`config.mk`:
```
export PLATFORM = sky130hd
export DESIGN_NAME = l2_mm_write_buffer
export DESIGN_NICKNAME = d
export VERILOG_FILES = /design/src/rtl/l2_mm_write_buffer_pkg.sv /design/src/rtl/l2_mm_write_buffer_fifo.sv /design/src/rtl/l2_mm_write_buffer.sv
export SDC_FILE = /design/constraint.sdc
export NUM_CORES = 1
export LEC_CHECK = 0
export ABC_AREA = 1
export BUFFER_PORTS_ARGS = -buffer_cell sky130_fd_sc_hd__buf_2
export CAP_MARGIN = 0
export CORE_ASPECT_RATIO = 2
export CORE_MARGIN = 10
export CORE_UTILIZATION = 55
export DETAILED_ROUTE_END_ITERATION = 12
export GPL_TIMING_DRIVEN = 0
export PLACE_DENSITY = 0.79
export SLEW_MARGIN = 10
export SYNTH_ARGS = -nofsm -noshare
export SYNTH_HDL_FRONTEND = slang
export SYNTH_SLANG_ARGS = --single-unit
```
`constraint.sdc`:
```
create_clock -name clk -period 3.35 [get_ports clk]
set_input_delay 1.005 -clock clk [delete_from_list [all_inputs] [get_ports clk]]
set_output_delay 1.005 -clock clk [all_outputs]
set_load 0.02 [all_outputs]
```
`src/rtl/l2_mm_write_buffer_pkg.sv`:
```
`default_nettype none
// ============================================================================
// l2_mm_write_buffer_pkg : shared types and defaults for the L2/MM write buffer
// Revision 1.0
// ============================================================================
package l2_mm_write_buffer_pkg;

  localparam int WB_DEPTH = 4;
  localparam int WB_DW    = 32;
  localparam int WB_AW    = 32;

  typedef enum logic [1:0] {
    IDLE  = 2'd0,
    MM_WR = 2'd1,
    MM_RD = 2'd2
  } wb_state_t;

  typedef struct packed {
    logic             valid;
    logic [WB_AW-1:0] addr;
    logic [WB_DW-1:0] data;
  } wb_entry_t;

endpackage
`default_nettype wire

```
`src/rtl/l2_mm_write_buffer_fifo.sv`:
```
`default_nettype none
// ============================================================================
// l2_mm_write_buffer_fifo : circular posted-write store with youngest-match lookup
// Revision 1.0
// ============================================================================
module l2_mm_write_buffer_fifo
  import l2_mm_write_buffer_pkg::*;
#(
  parameter int N     = WB_DW,
  parameter int AW    = WB_AW,
  parameter int DEPTH = WB_DEPTH
) (
  input  logic          clk,
  input  logic          reset,
  input  logic          push_i,
  input  logic [AW-1:0] push_addr_i,
  input  logic [N-1:0]  push_data_i,
  input  logic          pop_i,
  input  logic [AW-1:0] lookup_addr_i,
  output logic          hit_o,
  output logic [N-1:0]  hit_data_o,
  output logic [AW-1:0] head_addr_o,
  output logic [N-1:0]  head_data_o,
  output logic          full_o,
  output logic          empty_o
);

  localparam int PW = $clog2(DEPTH);
  localparam int CW = PW + 1;
  localparam logic [CW-1:0] C_FULL = CW'(DEPTH);

  typedef struct packed {
    logic          valid;
    logic [AW-1:0] addr;
    logic [N-1:0]  data;
  } entry_t;

  entry_t        ent_q [DEPTH];
  entry_t        ent_d [DEPTH];
  logic [PW-1:0] head_q, head_d;
  logic [PW-1:0] tail_q, tail_d;
  logic [CW-1:0] count_q, count_d;
  logic          do_push;
  logic          do_pop;

  assign full_o      = (count_q == C_FULL);
  assign empty_o     = (count_q == '0);
  assign do_pop      = pop_i && !empty_o;
  // A pop frees the head slot in the same cycle, so a push may land even when full.
  assign do_push     = push_i && (!full_o || do_pop);
  assign head_addr_o = ent_q[head_q].addr;
  assign head_data_o = ent_q[head_q].data;

  always_comb begin
    ent_d   = ent_q;
    head_d  = head_q;
    tail_d  = tail_q;
    count_d = count_q + CW'(do_push) - CW'(do_pop);
    if (do_pop) begin
      ent_d[head_q].valid = 1'b0;
      head_d              = head_q + PW'(1);
    end
    if (do_push) begin
      ent_d[tail_q] = '{valid: 1'b1, addr: push_addr_i, data: push_data_i};
      tail_d        = tail_q + PW'(1);
    end
  end

  always_ff @(posedge clk) begin
    if (!reset) begin
      for (int i = 0; i < DEPTH; i++) begin
        ent_q[i] <= '0;
      end
      head_q  <= '0;
      tail_q  <= '0;
      count_q <= '0;
    end else begin
      ent_q   <= ent_d;
      head_q  <= head_d;
      tail_q  <= tail_d;
      count_q <= count_d;
    end
  end

  // Walk oldest to youngest so the last match seen is the most recent write.
  always_comb begin
    logic [PW-1:0] idx;
    hit_o      = 1'b0;
    hit_data_o = '0;
    idx        = head_q;
    for (int i = 0; i < DEPTH; i++) begin
      idx = head_q + PW'(i);
      if (ent_q[idx].valid && (ent_q[idx].addr == lookup_addr_i)) begin
        hit_o      = 1'b1;
        hit_data_o = ent_q[idx].data;
      end
    end
  end

endmodule
`default_nettype wire

```
`src/rtl/l2_mm_write_buffer.sv`:
```
`default_nettype none
// ============================================================================
// l2_mm_write_buffer : posted write buffer between L2 and main memory, with
//                      read forwarding from buffered writes
// Revision 1.0
// ============================================================================
module l2_mm_write_buffer
  import l2_mm_write_buffer_pkg::*;
#(
  parameter int n     = WB_DW,
  parameter int AW    = WB_AW,
  parameter int DEPTH = WB_DEPTH
) (
  input  logic          clk,
  input  logic          reset,
  input  logic          L2_write_request,
  input  logic          L2_read_request,
  input  logic [AW-1:0] L2_word_address,
  input  logic [n-1:0]  L2_wdata,
  output logic [n-1:0]  L2_rdata,
  output logic          L2_ready,
  output logic          mm_write_request,
  output logic          mm_read_request,
  output logic [AW-1:0] mm_word_address,
  output logic [n-1:0]  mm_wdata,
  input  logic [n-1:0]  mm_rdata,
  input  logic          mm_ready,
  output logic          buf_empty
);

  wb_state_t     state_q;
  logic          pending_q;
  logic [AW-1:0] rd_addr_q;
  logic          l2_ready_q;
  logic [n-1:0]  l2_rdata_q;
  logic          mm_wr_q;
  logic          mm_rd_q;
  logic [AW-1:0] mm_addr_q;
  logic [n-1:0]  mm_wdata_q;

  logic          fifo_full;
  logic          fifo_empty;
  logic          hit;
  logic [n-1:0]  hit_data;
  logic [AW-1:0] head_addr;
  logic [n-1:0]  head_data;
  logic          req_open;
  logic          rd_req;
  logic          wr_req;
  logic          pop;
  logic          push;

  // A request still high during its own ack cycle, or while its miss is outstanding, is not new.
  assign req_open = !l2_ready_q && !pending_q;
  assign rd_req   = L2_read_request && req_open;
  assign wr_req   = L2_write_request && !L2_read_request && req_open;
  assign pop      = (state_q == MM_WR) && mm_ready;
  assign push     = wr_req && (!fifo_full || pop);

  l2_mm_write_buffer_fifo #(
    .N     (n),
    .AW    (AW),
    .DEPTH (DEPTH)
  ) u_fifo (
    .clk           (clk),
    .reset         (reset),
    .push_i        (push),
    .push_addr_i   (L2_word_address),
    .push_data_i   (L2_wdata),
    .pop_i         (pop),
    .lookup_addr_i (L2_word_address),
    .hit_o         (hit),
    .hit_data_o    (hit_data),
    .head_addr_o   (head_addr),
    .head_data_o   (head_data),
    .full_o        (fifo_full),
    .empty_o       (fifo_empty)
  );

  always_ff @(posedge clk) begin
    if (!reset) begin
      state_q    <= IDLE;
      pending_q  <= 1'b0;
      rd_addr_q  <= '0;
      l2_ready_q <= 1'b0;
      l2_rdata_q <= '0;
      mm_wr_q    <= 1'b0;
      mm_rd_q    <= 1'b0;
      mm_addr_q  <= '0;
      mm_wdata_q <= '0;
    end else begin
      l2_ready_q <= 1'b0;
      if (rd_req) begin
        if (hit) begin
          l2_rdata_q <= hit_data;
          l2_ready_q <= 1'b1;
        end else begin
          pending_q <= 1'b1;
          rd_addr_q <= L2_word_address;
        end
      end else if (push) begin
        l2_ready_q <= 1'b1;
      end

      case (state_q)
        IDLE: begin
          // Reads outrank draining; an in-flight drain is never preempted.
          if (pending_q) begin
            state_q   <= MM_RD;
            mm_rd_q   <= 1'b1;
            mm_addr_q <= rd_addr_q;
          end else if (!fifo_empty) begin
            state_q    <= MM_WR;
            mm_wr_q    <= 1'b1;
            mm_addr_q  <= head_addr;
            mm_wdata_q <= head_data;
          end
        end
        MM_WR: begin
          if (mm_ready) begin
            mm_wr_q <= 1'b0;
            state_q <= IDLE;
          end
        end
        MM_RD: begin
          if (mm_ready) begin
            mm_rd_q    <= 1'b0;
            state_q    <= IDLE;
            l2_rdata_q <= mm_rdata;
            l2_ready_q <= 1'b1;
            pending_q  <= 1'b0;
          end
        end
        default: begin
          state_q <= IDLE;
          mm_wr_q <= 1'b0;
          mm_rd_q <= 1'b0;
        end
      endcase
    end
  end

  assign L2_ready         = l2_ready_q;
  assign L2_rdata         = l2_rdata_q;
  assign mm_write_request = mm_wr_q;
  assign mm_read_request  = mm_rd_q;
  assign mm_word_address  = mm_addr_q;
  assign mm_wdata         = mm_wdata_q;
  assign buf_empty        = fifo_empty && (state_q == IDLE) && !pending_q;

  a_single_l2_req : assert property (@(posedge clk) disable iff (!reset)
    !(L2_read_request && L2_write_request));

endmodule
`default_nettype wire

```
==> qor.txt, run 1 <==
status: did not finish
Last stage: global routing
Error: [ERROR GRT-0116] Global routing finished with congestion. Check the congestion regions in the DRC Viewer.
global route total overflow: 180
post-synth cell types: 32
Final HPWL DP: 112000 um
ys async rst share: 0
die height: 322 um
global-route wire length before repair: 246000 um
Num CTS Buffers: 38
floorplan die width: 171 um
Synth area leader: dfxtp_1
synth top area cells: dfxtp_1 32%, nand2_1 20%, nand3_1 11%
Ys Warns: 0
worst slack, placed: -2560 ps
row cnt: 110
EDFF count, synth: 0
register area share after synthesis: 0.320
Cell Area, Synth: 0.0251 sq mm
placer congestion estimate: 1.19
H-tree lvl count: 2
Synth Area per Inst: 5.93 sq um
IO Count: 201
Starting Density: 0.557
gr usage total: 0.604
Post-synth top flop: dfxtp_1
Synth top area share: 0.320
vias in the first global route: 34600
Mapped Nets: 4344
clock root buffer master: clkbuf_16
largest net degree at the start of global routing: 16
CTS max path bufs: 3
Synth Register Bits: 401
clock sink count: 401
PortBufs: 168
Syn Inst Count: 4229
-- logic make-up after synthesis --
group	after synthesis	share of synthesized area
simple gates	2148	0.354
compound gates	961	0.201
buf+inv	681	0.109
flops	401	0.320
xor+xnor	24	0.00839
fa+ha+maj	14	0.00729
-- synthesized netlist by cell type (all sizes together), types with 3 or more instances --
library cell / number
ha: 13
nand4: 37
dfxtp: 401
o21ai: 451
nand3: 529
nor2: 226
or2: 3
inv: 357
buf: 101
xor2: 23
a21oi: 418
o21a: 20
o211ai: 68
nor3: 10
nand2: 1339
nor3b: 3
clkbuf: 223
-- through the flow --
| stage | instances | cell area (sq um) |
|---|---|---|
| floorplan | 4229 | 25100 |
| global placement | 4957 | 26600 |
| detailed placement | 4957 | 26600 |
| CTS | 5058 | 29300 |
-- layer usage --
metal	GRT usage	GRT overflow
met1	0.567	1
met2	0.857	79
met3	0.325	0
met4	0.705	100
met5	0.0123	0
-- repair_timing --
item,4_1_cts
cloned,6
gates resized for setup,278
endpoints found under the setup margin,158
hold buffers,0
pin swaps,57
setup buffers,27
==> run 2, diff against run 1 <==
--- a/config.mk
+++ b/config.mk
@@ -8,12 +8,11 @@
 export ABC_AREA = 1
 export BUFFER_PORTS_ARGS = -buffer_cell sky130_fd_sc_hd__buf_2
 export CAP_MARGIN = 0
-export CORE_ASPECT_RATIO = 2
 export CORE_MARGIN = 10
-export CORE_UTILIZATION = 55
+export CORE_UTILIZATION = 40
 export DETAILED_ROUTE_END_ITERATION = 12
 export GPL_TIMING_DRIVEN = 0
-export PLACE_DENSITY = 0.79
+export PLACE_DENSITY_LB_ADDON = 0.15
 export SLEW_MARGIN = 10
 export SYNTH_ARGS = -nofsm -noshare
 export SYNTH_HDL_FRONTEND = slang
==> constraint.sdc (replaced) <==
create_clock -name clk -period 4.36 [get_ports clk]
set_input_delay 1.308 -clock clk [delete_from_list [all_inputs] [get_ports clk]]
set_output_delay 1.308 -clock clk [all_outputs]
set_load 0.02 [all_outputs]
==> qor.txt, run 2 <==
status: finished, final reports clean (was did not finish)
Starting Density: 0.405 (was 0.557)
worst skew pair latency: 630 ps
CP cell instances: buf_4 > inv_4 > buf_6 > buf_6 > ha_2 > buf_6 > buf_6 > nand3_1 > nand2_1 > xor2_2 > nand3_1 > nor3_1 > nand2_1 > nor2_1 > nand3_1 > nand2_1 > nor2_2 > nand2_1 > buf_2 > nand2_1 > inv_1 > nor2_1
Mapped Nets: 4344 (unchanged)
synth cell count leaders: 1339 x nand2_1, 529 x nand3_1, 436 x o21ai_0, 418 x a21oi_1, 401 x dfxtp_1 (unchanged)
PortBufs: 168 (unchanged)
fmax: 230 MHz
M1 wire length: 50100 um
Worst-path clk slew: 60 ps
Most common cell on crit path: nand2_1
TritonCTS clock tree: yes
DR WL met2: 62700 um
filler instances: 6988
Multi-input gate area: 0.0144 sq mm
Reg with most FFs: u_fifo.ent_q
CTS max path bufs: 3 (unchanged)
dpl cell area: 0.0270 sq mm (was 0.0266 sq mm)
crit end category: flop
Ys Warns: 0 (unchanged)
crit-path max FO: 11
Max Slew Vio Count: 0
critical path data required time: 4890 ps
most frequent cells in the layout: 1339 x nand2_1, 524 x nand3_1, 436 x o21ai_0
Non-Filler Instances: 5322
Max-slew headroom: 0.181
Slowest-stage cell, CP: ha_2
Synth Register Bits: 401 (unchanged)
Hold Crit Class: flop to flop
Syn Inst Count: 4229 (unchanged)
Final Power: 11.4 mW
Nets: 4564
Worst Skew: 24.6 ps
placer congestion estimate: 1.03 (was 1.19)
CP startpoint kind: flop
global-route wire length before repair: 195000 um
fin util: 0.464
number of cells on the worst reg-to-reg path: 22
# placed instances: 5235 (was 4957)
worst vdd ir: 0.285 mV
Bufs and invs on worst path: 8
min Tclk post-route: 4350 ps
critical path's top delay family: simple AND/OR/NAND/NOR gates
Cell Area, Synth: 0.0251 sq mm (unchanged)
vias in the first global route: 29000
commonest non-fill, non-tap cell in the layout: nand2_1
register area share after synthesis: 0.320 (unchanged)
drt total wl: 136000 um
clock sink count: 401 (unchanged)
max layer used: met4
clock root buffer master: clkbuf_16 (unchanged)
EDFF count, synth: 0 (unchanged)
largest net degree at the start of global routing: 29
unrepaired setup endpoints after global routing: false
Synth top area share: 0.320 (unchanged)
most frequent cell after synthesis: nand2_1 (unchanged)
IO Count: 201 (unchanged)
H-tree lvl count: 2 (unchanged)
worst setup path class: flop to flop
die area: 0.0731 sq mm
final setup vio count: 0
Arrival @ worst endpoint: 4870 ps
Synth area leader: dfxtp_1 (unchanged)
global route total overflow: 0
Final period util: 0.998
Design Area, Final: 0.0287 sq mm
Num CTS Buffers: 47 (was 38)
First-pass DRT Iterations: 6
die height: 270 um (was 322 um)
max FFs per register: 260
post-synth cell types: 32 (unchanged)
register area: 0.00803 sq mm
met3 routed WL: 11300 um
post-route ant nets: 0
gr usage total: 0.355
synth top area cells: dfxtp_1 32%, nand2_1 20%, nand3_1 11% (unchanged)
DR iter-0 viols: 3518
floorplan die width: 270 um (was 171 um)
synth-to-layout area growth: 14.5%
via count: 30700
Leakage: 12.5 nW
vias per inst: 5.77
Avg WL per Cell: 25.6 um
MaxCap Viol Count: 0
worst hold slack: 464 ps
drt drc: 0
Final Hold Viols: 0
Largest stage delay, worst path: 440 ps
Core Region: 0.0618 sq mm
ys async rst share: 0 (unchanged)
initial antenna violation count: 1
instance count on the critical path: 22
hold path depth: 2
# diodes: 0
Final HPWL DP: 106000 um (was 112000 um)
layout cell share with drive strength beyond 1: 0.0774
Pwr Density: 397 mW/mm^2
Slew @ Worst Pin: 1230 ps
Post-synth top flop: dfxtp_1 (unchanged)
row cnt: 91 (was 110)
Synth Area per Inst: 5.93 sq um (unchanged)
-- run 2: kinds of logic after synthesis --
group | count (synthesis) | share of synthesized area
AOI/OAI and AO/OA | 961 | 0.201
and+or+nand+nor | 2148 | 0.354
buffers and inverters | 681 | 0.109
xor gates and xnor gates | 24 | 0.00839
DFF | 401 | 0.320
adders and majority gates | 14 | 0.00729
-- run 2: final cells by class --
cell class                 instances  share of cell area
clock inverter                    19             0.00641
clock buffer                      66              0.0470
sequential                       401               0.280
tap                              837              0.0365
inverter                         357              0.0468
buffer                           320              0.0509
multi-input combinational       3147               0.501
timing repair buffer             175              0.0320
-- run 2: what timing repair did --
item | CTS | global route
buffers inserted | 6 | 0
hold endpoints to repair | 0 | 0
gates resized for setup | 39 | 15
pin swaps | 2 | 0
endpoints found under the setup margin | 67 | 66
gates cloned | 0 | 0
hold buffers | 0 | 0
-- run 2: where the power goes --
| part | switching [mW] | internal, mW | total, mW |
|---|---|---|---|
| combinational | 2.23 | 0.850 | 3.08 |
| clock | 1.79 | 2.28 | 4.07 |
| sequential | 0.216 | 4.03 | 4.25 |
| total | 4.23 | 7.17 | 11.4 |
-- run 2: metrics by stage --
stage	TNS, ps	worst slack [ps]
floorplan	0	768
global placement	-126450	-2240
detailed placement	-120890	-2120
CTS	0	0.0906
global route	0	1.90
finish	0	10.6
-- run 2: final timing paths --
kind	endpoint	startpoint	slack, ps
max	rd_addr_q[21]	u_fifo.head_q[0]	10
min	u_fifo.ent_q[149]	u_fifo.ent_q[149]	460
max reg2reg	rd_addr_q[21]	u_fifo.head_q[0]	10
min reg2reg	u_fifo.ent_q[149]	u_fifo.ent_q[149]	460
-- run 2: per-layer routing --
| layer | track usage | up-vias |
|---|---|---|
| met5 | 0 | - |
| met2 | 0.596 | 1651 |
| met4 | 0.269 | 0 |
| li1 | - | 14200 |
| met3 | 0.0638 | 505 |
| met1 | 0.399 | 14300 |
-- run 2: worst register-to-register path: stages (launching register included) --
cell	delay, ps
dfxtp_1	370
buf_4	180
inv_4	60
buf_6	140
buf_6	180
ha_2	440
buf_6	240
buf_6	250
nand3_1	110
nand2_1	110
xor2_2	320
nand3_1	160
nor3_1	160
nand2_1	80
nor2_1	190
nand3_1	270
nand2_1	190
nor2_2	100
nand2_1	190
buf_2	290
nand2_1	100
inv_1	70
nor2_1	40
(Power assumes the default switching activity.)
==> run 3, diff against run 2 <==
--- a/config.mk
+++ b/config.mk
@@ -16,4 +16,5 @@
 export SLEW_MARGIN = 10
 export SYNTH_ARGS = -nofsm -noshare
 export SYNTH_HDL_FRONTEND = slang
+export SYNTH_HIERARCHICAL = 1
 export SYNTH_SLANG_ARGS = --single-unit
==> qor.txt, run 3 <==
CP startpoint kind: flop (unchanged)
ys async rst share: 0 (unchanged)
worst setup path class: flop to flop (unchanged)
Synth top area share: 0.322 (was 0.320)
register area share after synthesis: 0.322 (was 0.320)
post-synth cell types: 37 (was 32)
DR iter-0 viols: 3649 (was 3518)
Worst Skew: 26.6 ps (was 24.6 ps)
origin of the critical flop-to-flop path: u_fifo/head_q[1] (was u_fifo.head_q[0])
global route total overflow: 0 (unchanged)
die area: 0.0726 sq mm (was 0.0731 sq mm)
failing checks: setup timing
crit-path max FO: 10 (was 11)
Arrival @ worst endpoint: 4930 ps (was 4870 ps)
worst setup path endpoint: rd_addr_q[8] (was rd_addr_q[21])
most frequent cell after synthesis: nand2_1 (unchanged)
final setup vio count: 2 (was 0)
floorplan die width: 270 um (about the same)
clock root buffer master: clkbuf_16 (unchanged)
number of cells on the worst reg-to-reg path: 18 (was 22)
Num CTS Buffers: 49 (was 47)
die height: 270 um (about the same)
P_sw: 4.63 mW (was 4.23 mW)
combinational fraction of design power: 0.299 (was 0.270)
Switching Share: 0.383 (was 0.371)
reg2reg setup slack: -9 ps (was 10 ps)
Synth Register Bits: 401 (unchanged)
Final period util: 1.00 (was 0.998)
IO Count: 201 (unchanged)
Nets: 4623 (was 4564)
hold wc startpoint: rd_addr_q[9] (was u_fifo.ent_q[149])
Cell Area, Synth: 0.0249 sq mm (was 0.0251 sq mm)
crit end category: flop (unchanged)
layout cell share with drive strength beyond 1: 0.110 (was 0.0774)
synth top area cells: dfxtp_1 32%, nand2_1 22%, o21ai_0 10% (was dfxtp_1 32%, nand2_1 20%, nand3_1 11%)
met3 routed WL: 14000 um (was 11300 um)
max layer used: met5 (was met4)
Worst-path clk slew: 60 ps (about the same)
worst skew pair latency: 640 ps (was 630 ps)
EDFF count, synth: 0 (unchanged)
P_int: 7.47 mW (was 7.17 mW)
clock sink count: 401 (unchanged)
Synth Area in Simple Gates: 0.353 (was 0.354)
Slew @ Worst Pin: 1290 ps (was 1230 ps)
CTS max path bufs: 3 (unchanged)
Avg WL per Cell: 26.2 um (was 25.6 um)
hold buffer count at CTS: 0 (unchanged)
PortBufs: 198 (was 168)
TritonCTS clock tree: yes (unchanged)
Max Slew Vio Count: 0 (unchanged)
unrepaired setup endpoints after global routing: true (was false)
Post-synth top flop: dfxtp_1 (unchanged)
Core Region: 0.0617 sq mm (was 0.0618 sq mm)
adder-cell area share of the yosys netlist: 0.00683 (was 0.00729)
fmax: 229 MHz (was 230 MHz)
H-tree lvl count: 2 (unchanged)
row cnt: 91 (unchanged)
drt drc: 0 (unchanged)
Reg with most FFs: u_fifo/ent_q (was u_fifo.ent_q)
max FFs per register: 260 (unchanged)
Mapped Nets: 4355 (was 4344)
Final Hold Viols: 0 (unchanged)
clock share of power: 0.346 (was 0.357)
Syn Inst Count: 4241 (was 4229)
worst slack, placed: -3060 ps (was -2120 ps)
Synth Area in Compound Gates: 0.193 (was 0.201)
Hold Crit Class: flop to flop (unchanged)
post-synthesis xor/xnor area fraction: 0.0102 (was 0.00839)
fin util: 0.477 (was 0.464)
synth-to-layout area growth: 18.2% (was 14.5%)
most frequent cells in the layout: 1407 x nand2_1, 512 x o21ai_0, 436 x nand3_1 (was 1339 x nand2_1, 524 x nand3_1, 436 x o21ai_0)
R2R Path End: rd_addr_q[8] (was rd_addr_q[21])
Synth Area per Inst: 5.87 sq um (was 5.93 sq um)
vias per inst: 5.73 (was 5.77)
commonest non-fill, non-tap cell in the layout: nand2_1 (unchanged)
critical path data required time: 4920 ps (was 4890 ps)
global-route wire length before repair: 200000 um (was 195000 um)
status: complete, but fails checks (was finished, final reports clean)
register area: 0.00803 sq mm (about the same)
post-route ant nets: 0 (unchanged)
worst hold slack: 464 ps (about the same)
drt total wl: 141000 um (was 136000 um)
Starting Density: 0.404 (was 0.405)
Ys Warns: 6 (was 0)
sequential share of power: 0.355 (was 0.373)
largest family of logic cells by synthesized area: simple AND/OR/NAND/NOR gates (unchanged)
DR WL met2: 61400 um (was 62700 um)
Pwr Density: 411 mW/mm^2 (was 397 mW/mm^2)
gr usage total: 0.372 (was 0.355)
Synth area leader: dfxtp_1 (unchanged)
Leakage: 13.6 nW (was 12.5 nW)
filler instances: 6864 (was 6988)
synth cell count leaders: 1431 x nand2_1, 512 x o21ai_0, 447 x nand3_1, 401 x dfxtp_1, 389 x inv_1 (was 1339 x nand2_1, 529 x nand3_1, 436 x o21ai_0, 418 x a21oi_1, 401 x dfxtp_1)
Design Area, Final: 0.0294 sq mm (was 0.0287 sq mm)
placer congestion estimate: 1.11 (was 1.03)
crit path launch: u_fifo/head_q[1] (was u_fifo.head_q[0])
Final HPWL DP: 104000 um (was 106000 um)
mux contribution to synthesized area: 0.000402 (was 0)
M1 wire length: 52100 um (was 50100 um)
First-pass DRT Iterations: 6 (unchanged)
setup ws final: -9.46 ps (was 10.6 ps)
dpl cell area: 0.0269 sq mm (was 0.0270 sq mm)
vias in the first global route: 28700 (was 29000)
Final Power: 12.1 mW (was 11.4 mW)
worst vdd ir: 0.369 mV (was 0.285 mV)
Max-slew headroom: 0.141 (was 0.181)
Multi-input gate area: 0.0143 sq mm (was 0.0144 sq mm)
via count: 30800 (was 30700)
min Tclk post-route: 4370 ps (was 4350 ps)
MaxCap Viol Count: 0 (unchanged)
initial antenna violation count: 3 (was 1)
largest net degree at the start of global routing: 20 (was 29)
## run 3: area by class of cell
| type | instances | area share |
|---|---|---|
| Sequential cell | 401 | 0.273 |
| Inverter | 398 | 0.0511 |
| Tap cell | 837 | 0.0356 |
| Antenna cell | 2 | 0.000170 |
| Clock inverter | 16 | 0.00650 |
| Multi-Input combinational cell | 3148 | 0.487 |
| Buffer | 289 | 0.0570 |
| Timing Repair Buffer | 222 | 0.0428 |
| Clock buffer | 67 | 0.0474 |
## run 3: repair_timing
action                                  4_1_cts  5_1_grt
pin swaps                                     5       21
gates cloned                                  1        3
endpoints found under the setup margin       67       66
setup buffers                                13        7
resized for setup                           132       70
## run 3: through the flow
step	setup TNS (ps)	instances
floorplan	0	4241
global placement	-202440	5276
detailed placement	-198450	5276
CTS	0	5371
global route	-430	5378
finish	-9.98	5380
## run 3: cells by family after synthesis
family | Yosys count
AO/OA/AOI/OAI | 932
XOR/XNOR | 29
adder cells (fa/ha/maj) | 13
buffers and inverters | 692
flip-flops | 401
multiplexers | 1
AND/OR/NAND/NOR | 2173
## run 3: routing by layer
metal	vias to the layer above	track usage
met2	1876	0.584
met5	-	0
met3	558	0.0678
met1	14200	0.438
li1	14200	-
met4	2	0.307
## run 3: how the worst min path moves through the flow
stage	end	slack (ps)	cells after the start
after floorplan	u_fifo/ent_q[228]	440	2
after global placement	rd_addr_q[14]	450	2
after detailed placement	u_fifo/ent_q[215]	450	2
after CTS	u_fifo/ent_q[215]	460	2
after global routing	rd_addr_q[7]	480	2
final	rd_addr_q[9]	460	2
## run 3: power by group through the flow
stage | clock, mW | combinational, mW | sequential (mW)
global placement | 0 | 3.41 | 4.35
floorplan | 0 | 1.72 | 4.62
CTS | 4.23 | 3.49 | 4.28
detailed placement | 0 | 3.40 | 4.35
global route | 4.38 | 3.88 | 4.33
finish | 4.19 | 3.62 | 4.29
## run 3: worst max-delay path: stages (launching register included)
cell and delay, ps:
dfxtp_4 390, clkdlybuf4s15_1 920, nand3_1 140, nand2_1 350, o21ai_0 230, nor2_1 140, nand2_1 80, nor2_1 150
nand3_1 130, nor2_4 320, buf_2 380, nor2_1 90, nand3_1 90, buf_6 170, nand3b_1 130, buf_6 200
clkbuf_16 170, nand2_1 40, a21oi_1 130
